[src/rtl/fetch_queue_pkg.sv]
// Shared types and constants for the instruction-fetch front end.
package fetch_queue_pkg;

  localparam int unsigned INST_BYTES = 4;
  localparam int unsigned ENTRY_XLEN = 32;

  typedef struct packed {
    logic [ENTRY_XLEN-1:0] pc;
    logic [ENTRY_XLEN-1:0] inst;
  } fetch_entry_t;

endpackage

[src/rtl/fetch_queue_sync_fifo.sv]
// Synchronous FIFO with flush; power-of-two depth, pointers wrap naturally.
module sync_fifo #(
  parameter int unsigned WIDTH = 64,
  parameter int unsigned DEPTH = 4
) (
  input  logic                         clk,
  input  logic                         rst,
  input  logic                         push,
  input  logic [WIDTH-1:0]             push_data,
  input  logic                         pop,
  input  logic                         flush,
  output logic                         full,
  output logic                         empty,
  output logic [$clog2(DEPTH+1)-1:0]   count,
  output logic [WIDTH-1:0]             head
);

  localparam int unsigned PW = $clog2(DEPTH);
  localparam int unsigned CW = $clog2(DEPTH + 1);

  logic [WIDTH-1:0] mem [DEPTH];
  logic [PW-1:0]    wr_ptr, wr_ptr_n, rd_ptr, rd_ptr_n;
  logic [CW-1:0]    cnt, cnt_n;
  logic             do_push, do_pop;

  assign do_pop  = pop && (cnt != '0);
  assign do_push = push && ((cnt != CW'(DEPTH)) || do_pop);

  always_ff @(posedge clk) begin
    if (rst) begin
      wr_ptr <= '0;
      rd_ptr <= '0;
      cnt    <= '0;
    end else begin
      wr_ptr <= wr_ptr_n;
      rd_ptr <= rd_ptr_n;
      cnt    <= cnt_n;
    end
  end

  always_comb begin
    wr_ptr_n = wr_ptr;
    rd_ptr_n = rd_ptr;
    cnt_n    = cnt;
    if (flush) begin
      wr_ptr_n = '0;
      rd_ptr_n = '0;
      cnt_n    = '0;
    end else begin
      if (do_push) wr_ptr_n = wr_ptr + PW'(1);
      if (do_pop)  rd_ptr_n = rd_ptr + PW'(1);
      cnt_n = cnt + CW'(do_push) - CW'(do_pop);
    end
  end

  // Storage needs no reset: only entries counted by cnt are ever observed.
  always_ff @(posedge clk) begin
    if (do_push && !flush) mem[wr_ptr] <= push_data;
  end

  assign head  = mem[rd_ptr];
  assign count = cnt;
  assign full  = (cnt == CW'(DEPTH));
  assign empty = (cnt == '0);

endmodule

[src/rtl/fetch_queue.sv]
// Instruction-fetch front end: sequential PC generation, credit-limited requests,
// in-order response buffering, and redirect with stale-response dropping.
module fetch_queue
  import fetch_queue_pkg::*;
#(
  parameter int unsigned      XLEN     = 32,
  parameter int unsigned      DEPTH    = 4,
  parameter logic [XLEN-1:0]  RESET_PC = '0
) (
  input  logic            clk,
  input  logic            rst,
  input  logic            redirect_valid,
  input  logic [XLEN-1:0] redirect_pc,
  output logic            imem_req_valid,
  input  logic            imem_req_ready,
  output logic [XLEN-1:0] imem_req_addr,
  input  logic            imem_resp_valid,
  input  logic [XLEN-1:0] imem_resp_data,
  output logic            out_valid,
  input  logic            out_ready,
  output logic [XLEN-1:0] out_pc,
  output logic [XLEN-1:0] out_inst,
  output logic            error
);

  localparam int unsigned CW = $clog2(DEPTH + 1);

  logic [XLEN-1:0]   fetch_pc, fetch_pc_n, resp_pc, resp_pc_n, redirect_aligned;
  logic [CW-1:0]     in_flight, in_flight_n, drop_cnt, drop_cnt_n;
  logic [CW-1:0]     fifo_count, live, in_flight_after;
  logic [CW:0]       credit_used;
  logic              error_q, error_n;
  logic              fifo_full, fifo_empty;
  logic              req_ok, req_fire, resp_known, resp_drop, push, pop;
  logic [2*XLEN-1:0] head;

  assign redirect_aligned = {redirect_pc[XLEN-1:2], 2'b00};

  // Live requests are those whose responses will actually be enqueued.
  assign live        = in_flight - drop_cnt;
  assign credit_used = (CW+1)'(fifo_count) + (CW+1)'(live);
  assign req_ok      = !rst && !redirect_valid && !fifo_full &&
                       (credit_used < (CW+1)'(DEPTH));
  assign req_fire    = req_ok && imem_req_ready;

  assign resp_known      = imem_resp_valid && (in_flight != '0);
  assign resp_drop       = resp_known && (drop_cnt != '0);
  assign push            = resp_known && (drop_cnt == '0) && !redirect_valid;
  assign in_flight_after = in_flight - CW'(resp_known);

  assign out_valid = !rst && !fifo_empty;
  assign pop       = out_valid && out_ready;

  sync_fifo #(
    .WIDTH (2 * XLEN),
    .DEPTH (DEPTH)
  ) u_fifo (
    .clk       (clk),
    .rst       (rst),
    .push      (push),
    .push_data ({resp_pc, imem_resp_data}),
    .pop       (pop),
    .flush     (redirect_valid),
    .full      (fifo_full),
    .empty     (fifo_empty),
    .count     (fifo_count),
    .head      (head)
  );

  always_ff @(posedge clk) begin
    if (rst) begin
      fetch_pc  <= RESET_PC;
      resp_pc   <= RESET_PC;
      in_flight <= '0;
      drop_cnt  <= '0;
      error_q   <= 1'b0;
    end else begin
      fetch_pc  <= fetch_pc_n;
      resp_pc   <= resp_pc_n;
      in_flight <= in_flight_n;
      drop_cnt  <= drop_cnt_n;
      error_q   <= error_n;
    end
  end

  always_comb begin
    fetch_pc_n  = fetch_pc;
    resp_pc_n   = resp_pc;
    in_flight_n = in_flight_after + CW'(req_fire);
    drop_cnt_n  = drop_cnt - CW'(resp_drop);
    error_n     = error_q;
    if (redirect_valid) begin
      // Everything still outstanding after this cycle predates the redirect.
      fetch_pc_n = redirect_aligned;
      resp_pc_n  = redirect_aligned;
      drop_cnt_n = in_flight_after;
      if (redirect_pc[1:0] != 2'b00) error_n = 1'b1;
    end else begin
      if (req_fire) fetch_pc_n = fetch_pc + XLEN'(INST_BYTES);
      if (push)     resp_pc_n  = resp_pc + XLEN'(INST_BYTES);
    end
    if (imem_resp_valid && (in_flight == '0)) error_n = 1'b1;
  end

  assign imem_req_valid = req_ok;
  assign imem_req_addr  = rst ? '0 : fetch_pc;
  assign out_pc         = rst ? '0 : head[2*XLEN-1:XLEN];
  assign out_inst       = rst ? '0 : head[XLEN-1:0];
  assign error          = error_q && !rst;

endmodule

[config.mk]
export PLATFORM = sky130hd
export DESIGN_NAME = fetch_queue
export DESIGN_NICKNAME = d
export VERILOG_FILES = /design/src/rtl/fetch_queue_pkg.sv /design/src/rtl/fetch_queue_sync_fifo.sv /design/src/rtl/fetch_queue.sv
export SDC_FILE = /design/constraint.sdc
export NUM_CORES = 1
export LEC_CHECK = 0
export BUFFER_PORTS_ARGS = -buffer_cell sky130_fd_sc_hd__buf_2
export CAP_MARGIN = 20
export CORE_MARGIN = 2
export CORE_UTILIZATION = 30
export DETAILED_ROUTE_END_ITERATION = 10
export PLACE_DENSITY = 0.48
export SLEW_MARGIN = 20
export SYNTH_ARGS = -nofsm -noshare
export SYNTH_HDL_FRONTEND = slang
export SYNTH_SLANG_ARGS = --single-unit
[constraint.sdc]
create_clock -name clk -period 10.6 [get_ports clk]
set_input_delay 2.12 -clock clk [delete_from_list [all_inputs] [get_ports clk]]
set_output_delay 2.12 -clock clk [all_outputs]
set_load 0.02 [all_outputs]
After elaboration in Yosys (flattened, before gate mapping)
Memory sizes are Yosys's and may differ from the RTL's. A register that Yosys moved wholly into a read port is not among the register bits.
Index checks and enable logic that the tools add are counted.
{ "totals": {"register_bits": 78, "mem_bits_rw": 256, "input_bits": 70, "out_inout_bits": 99, "wordCells": 73, "memories": 1} }
{ "mem_list": {"columns": ["memory", "words", "width", "read_ports", "rd_clocked_by_memory_dff", "wr", "line_no", "rtl"], "rows": [
  ["u_fifo.mem", 4, 64, 1, 1, 1, "fetch_queue_sync_fifo.sv:21", "logic [WIDTH-1:0] mem [DEPTH];"]
]} }
{ "op_classes": {"addsub": 11, "order_cmp": 1, "eq_ne": 2, "mux": 15, "reduce_logical": 33} }
{ "op_table": {"columns": ["operator", "count"], "rows": [
  ["32-bit 2-to-1 mux", 7],
  ["32-bit by 3-bit adder with 32-bit output (second input constant)", 2],
  ["1-bit logical AND", 15],
  ["2-bit nonzero test", 5],
  ["3-bit logical NOT", 3],
  ["3-bit nonzero test", 3],
  ["3-bit by 1-bit subtractor with 3-bit output", 3],
  ["3-bit by 1-bit adder with 3-bit output", 2],
  ["1-bit 2-to-1 mux", 5],
  ["2-bit by 1-bit adder with 2-bit output (second input constant)", 2],
  ["3-bit by 3-bit adder with 4-bit output", 1],
  ["1-bit logical NOT", 4],
  ["4-bit by 3-bit less-than comparator with 1-bit output (second input constant)", 1],
  ["2-bit 2-to-1 mux", 2],
  ["3-bit equality test (second input constant)", 1],
  ["3-bit 2-to-1 mux", 1],
  ["3-bit != test (second input constant)", 1],
  ["3-bit subtractor", 1],
  ["2-bit AND reduction", 1],
  ["2-bit OR reduction", 1],
  ["1-bit logical OR", 1]
]} }

Logic depth before layout (Yosys ltp)
{ "logic_depth": {"depth_word": 10, "ltp_mapped": 18, "depth_no_buf": 16} }

Modules after synthesis
A second synthesis with hierarchy kept.
{ "unflattened": {"hier_cells": 970, "area_unflattened_um2": 14217.4} }
{ "modules_own_cells": {"columns": ["module", "instances", "cells_each", "area_each_um2", "seq_area_each_um2"], "rows": [
  ["sync_fifo", 1, 383, 9724.3, 7867.5],
  ["fetch_queue", 1, 587, 4493.1, 1341.3]
]} }

Worst setup path before layout
OpenSTA, ideal clock, no wires.
{ "synth_timing": {"path_type": "input-to-output", "startpoint": "in rst", "endpoint": "out out_inst[11]", "t_arrival_ns": 3.138, "required_time_ns": 8.480, "setup_slack_ns": 5.342, "stages": 5, "path_buffers": 3, "path_cell_list": "clkbuf_1 inv_1 clkbuf_1 clkbuf_1 and2_1"} }
{ "synth_via": {"elab_chain_len": 1} }
{ "synth_rtl": {"columns": ["element", "line_no", "rtl"], "rows": [
  ["from (decl)", "fetch_queue.sv:11", "input logic rst,"],
  ["32-bit 2-to-1 mux", "fetch_queue.sv:108", "assign out_inst = rst ? '0 : head[XLEN-1:0];"],
  ["to (decl)", "fetch_queue.sv:22", "output logic [XLEN-1:0] out_inst,"]
]} }
No other way between the ends.

Final worst setup path
{ "layout_timing": {"startpoint": "in redirect_valid", "endpoint": "out imem_req_valid"} }
{ "layout_via": {"elab_chain_len": 4} }
{ "layout_rtl": {"columns": ["element", "line_no", "rtl"], "rows": [
  ["from (decl)", "fetch_queue.sv:12", "input logic redirect_valid,"],
  ["1-bit logical NOT", "fetch_queue.sv:42", "assign req_ok = !rst && !redirect_valid && !fifo_full &&"],
  ["1-bit logical AND (3 in a row)", "fetch_queue.sv:42", null],
  ["to (decl)", "fetch_queue.sv:14", "output logic imem_req_valid,"]
]} }
No other way between the ends.

==> summary.txt <==
Run status
  • Status: finished, final reports clean

Setup path
  • Critical path buffer and inverter count: 4
  • Setup CP Type: primary input to output port
  • CP peak stage delay: 490 ps
  • R2R setup slack: ~6000 ps
  • Worst Reg-to-Reg Cells: 14
  • Critical Path Most Common Cell: buf_2
  • Reg2Reg Launch Point: drop_cnt[0]
  • Cells along the critical path: buf_2, buf_4, nor3_1, nand4_1, inv_1, buf_2
  • CP endpoint kind: output port
  • Delay-heaviest family, CP: buffers and inverters
  • CP arrival: 3910 ps
  • Critical path fanouts, max: 35
  • FF-to-FF End: in_flight[1]
  • Crit-path slowest cell: inv_1
  • Startpoint Class: primary input
  • Critical path required time: 8480 ps

Pwr
  • Clk pwr share: 40.0%
  • Worst vdd ir: 0.08746 mV
  • Combinational power share: about a tenth
  • Int Pwr: 0.002231 W
  • Pwr dens: about 180 nW/um2
  • Net Sw Power: 0.0007398 W
  • P_leak: 5.578 nW
  • Sequential share of power: 49.5%
  • Sw frac: 24.90%

Routing
  • Via density: 4.931
  • Routed length per instance: slightly below 20 um
  • DRT iter0 DRCs: about 470
  • Antenna Nets Post-Route: 0
  • Total Routed Length: 34.39 mm
  • Detailed Routing Iterations Pass 1: 4
  • DRC viols: 0
  • Via total after detailed routing: 8,599

Synthesis
  • Netlist Area Pre-Place: 13,870 um2
  • Synthesized area per cell: 14.45 um2
  • Area leader, netlist: edfxtp_1
  • Synthesis Warnings: 0
  • Yosys top cell area share: 53.69%
  • FFs w/ async S/R, synth: 0%
  • Top_reg_cell synth: edfxtp_1
  • EDFF count, synth: 248
  • Gate Count Post-Synth: 960
  • Top cells by area, synth: edfxtp_1 54%, dfxtp_1 11%, mux4_2 10%
  • Register area share after synthesis: approximately 65%
  • Unique masters post-synth: between 50 and 60
  • Flops & latches, synth: 324

Cells and area
  • Commonest non-fill, non-tap cell in the layout: edfxtp_1
  • Fin util: a little over a third
  • Layout net count: 1,208
  • Commonest cells after routing, fill and taps aside: 248 x edfxtp_1, 164 x buf_2, 74 x dfxtp_1, 67 x and2_1, 62 x mux4_2
  • Fraction of layout cells with a size suffix above 1: 26.25%
  • Area grow syn2layout: 18.27%
  • Multi-input logic area: 4573 um2
  • Fillers: between 4k and 5k
  • Register area: 8974 um2

GRT
  • Initial antenna violation count: 1
  • First-pass GRT wire length: 52.17 mm
  • Grt ovf: 0
  • GRT Util Overall: 14.38%
  • Largest net degree at the start of global routing: 85
  • Vias in the first global route: 8,704

STA
  • Slew @ Worst Pin: a little over 1000 ps
  • Final setup vio count: 0
  • Setup tns final: 0 ps
  • RSZ-0062 raised after global routing: false
  • Hold Vio Cnt, Final: 0
  • Fin crit share: 56.89%
  • Post-layout min period: a little over 6000 ps
  • Clock Skews: about 14 ps
  • Fmax: 0.1658 GHz
  • Slew margin rel.: ~33%
  • Slew Limit Fails: 0

Placed design
  • Post-DP HPWL: 21.50 mm
  • PortBufs: 164
  • Placer Congestion: 0.8207

Clock network
  • TritonCTS buffer count: 38
  • CTS clk-pin slew, worst paths: 60 ps
  • CTS Buffer Depth: 3
  • Clk_lat worst skew: 540 ps
  • CTS tree: built
  • CTS sink count: 324
  • # hold bufs at CTS: 0
  • Post-CTS setup buffer count: 0
  • Clock Root Buffer: clkbuf_16
  • H-tree depth: 2
  • Post-cts resize count: 0

Hold path
  • Hold_sp: error_q
  • Hold Path Cell Cnt: 2
  • Hold/Removal Path Class: flip-flop to flip-flop
  • Hold EP: error_q

Floorplan
  • Core ar.: roughly 45,000 um2
  • Die area: 47,970 um2
  • Die height: 219.0 um
  • Initial core utilization: between 30% and 40%
  • Die width: 219.0 um
  • # rows: 78
  • IO Pins: 169

Run
  • Max-cap violations: 0
stage by stage:
step	instances	instance area (um2)	power [W]	setup WS [ps]	hold WS [ps]
3_5_place_dp	1679	15290	0.001815	4536	468.1
4_1_cts	1743	16400	0.003023	4532	478.2
6_report	1744	16400	0.002971	4570	479.1
2_1_floorplan	963	13880	0.001698	5342	445.8
3_3_place_gp	1679	15290	0.001813	4608	462.9
5_1_grt	1743	16400	0.003112	4350	489.0
power by group through the flow:
stage,Combinational [W],Sequential (W),Clock (W)
floorplan,0.000218,0.00148,0
global placement,0.000317,0.00150,0
detailed placement,0.000318,0.00150,0
CTS,0.000320,0.00147,0.00123
global route,0.000353,0.00148,0.00128
finish,0.000313,0.00147,0.00119
layer usage:
layer	track usage, %	share of wire, %	routed length (um)	up-vias
met4	3.671	2.0	691	0
met3	3.132	5.8	2009	49
li1	-	-	-	3992
met1	20.64	47	16240	4288
met5	0	0	0	-
met2	22.03	45	15440	270
registers in the layout (all words and copies together) (netlist names), named ones only:
signal and cells:
u_fifo.count 3, u_fifo.mem 248, resp_pc 30, error_q 1
u_fifo.wr_ptr 2, fetch_pc 30, u_fifo.rd_ptr 2, in_flight 3
drop_cnt 3
final cells by class:
cell class,count,area share (%)
repair buffers,175,5.507
diodes,1,0.01526
clock buffers,48,6.026
inverters,24,0.5492
well taps,600,4.577
flip-flops and latches,324,54.71
multi-input cells,556,27.88
clock inverters,16,0.7399
worst register-to-register path: cells and delay by family (launching register included):
kind | cells | cell delay, ps
fa+ha+maj | 5 | 1250
flops | 1 | 380
buf+inv | 3 | 1100
xor+xnor | 2 | 330
simple gates | 4 | 1220
how the worst max path moves through the flow:
stage | start | endpoint | slack (ps) | cells after the start
final | redirect_valid | imem_req_valid | 4570 | 6
after CTS | redirect_valid | imem_req_valid | 4530 | 6
after global routing | redirect_valid | imem_req_valid | 4350 | 6
after global placement | redirect_valid | imem_req_valid | 4610 | 6
after floorplan | rst | out_inst[11] | 5340 | 5
after detailed placement | redirect_valid | imem_req_valid | 4540 | 6
synthesized netlist by cell type, types with 19 or more instances:
cell type    n
edfxtp_1   248
dfxtp_1     76
and2_1      71
mux4_2      62
nor2_1      49
nand2_1     42
clkbuf_1    38
nor2b_1     32
nand3_1     30
nand4_1     29
a31oi_1     25
a211oi_1    24
inv_1       24
xor2_1      21
xnor2_1     19
kinds of logic after synthesis:
group / synth area share (%)
and+or+nand+nor: 12.83
xor gates and xnor gates: 2.526
muxes: 10.44
other: 0.02704
adders and majority gates: 1.822
AOI/OAI and AO/OA: 5.214
DFF: 64.66
buffers and inverters: 2.481
Note: power is estimated with default switching activity, not from simulation.
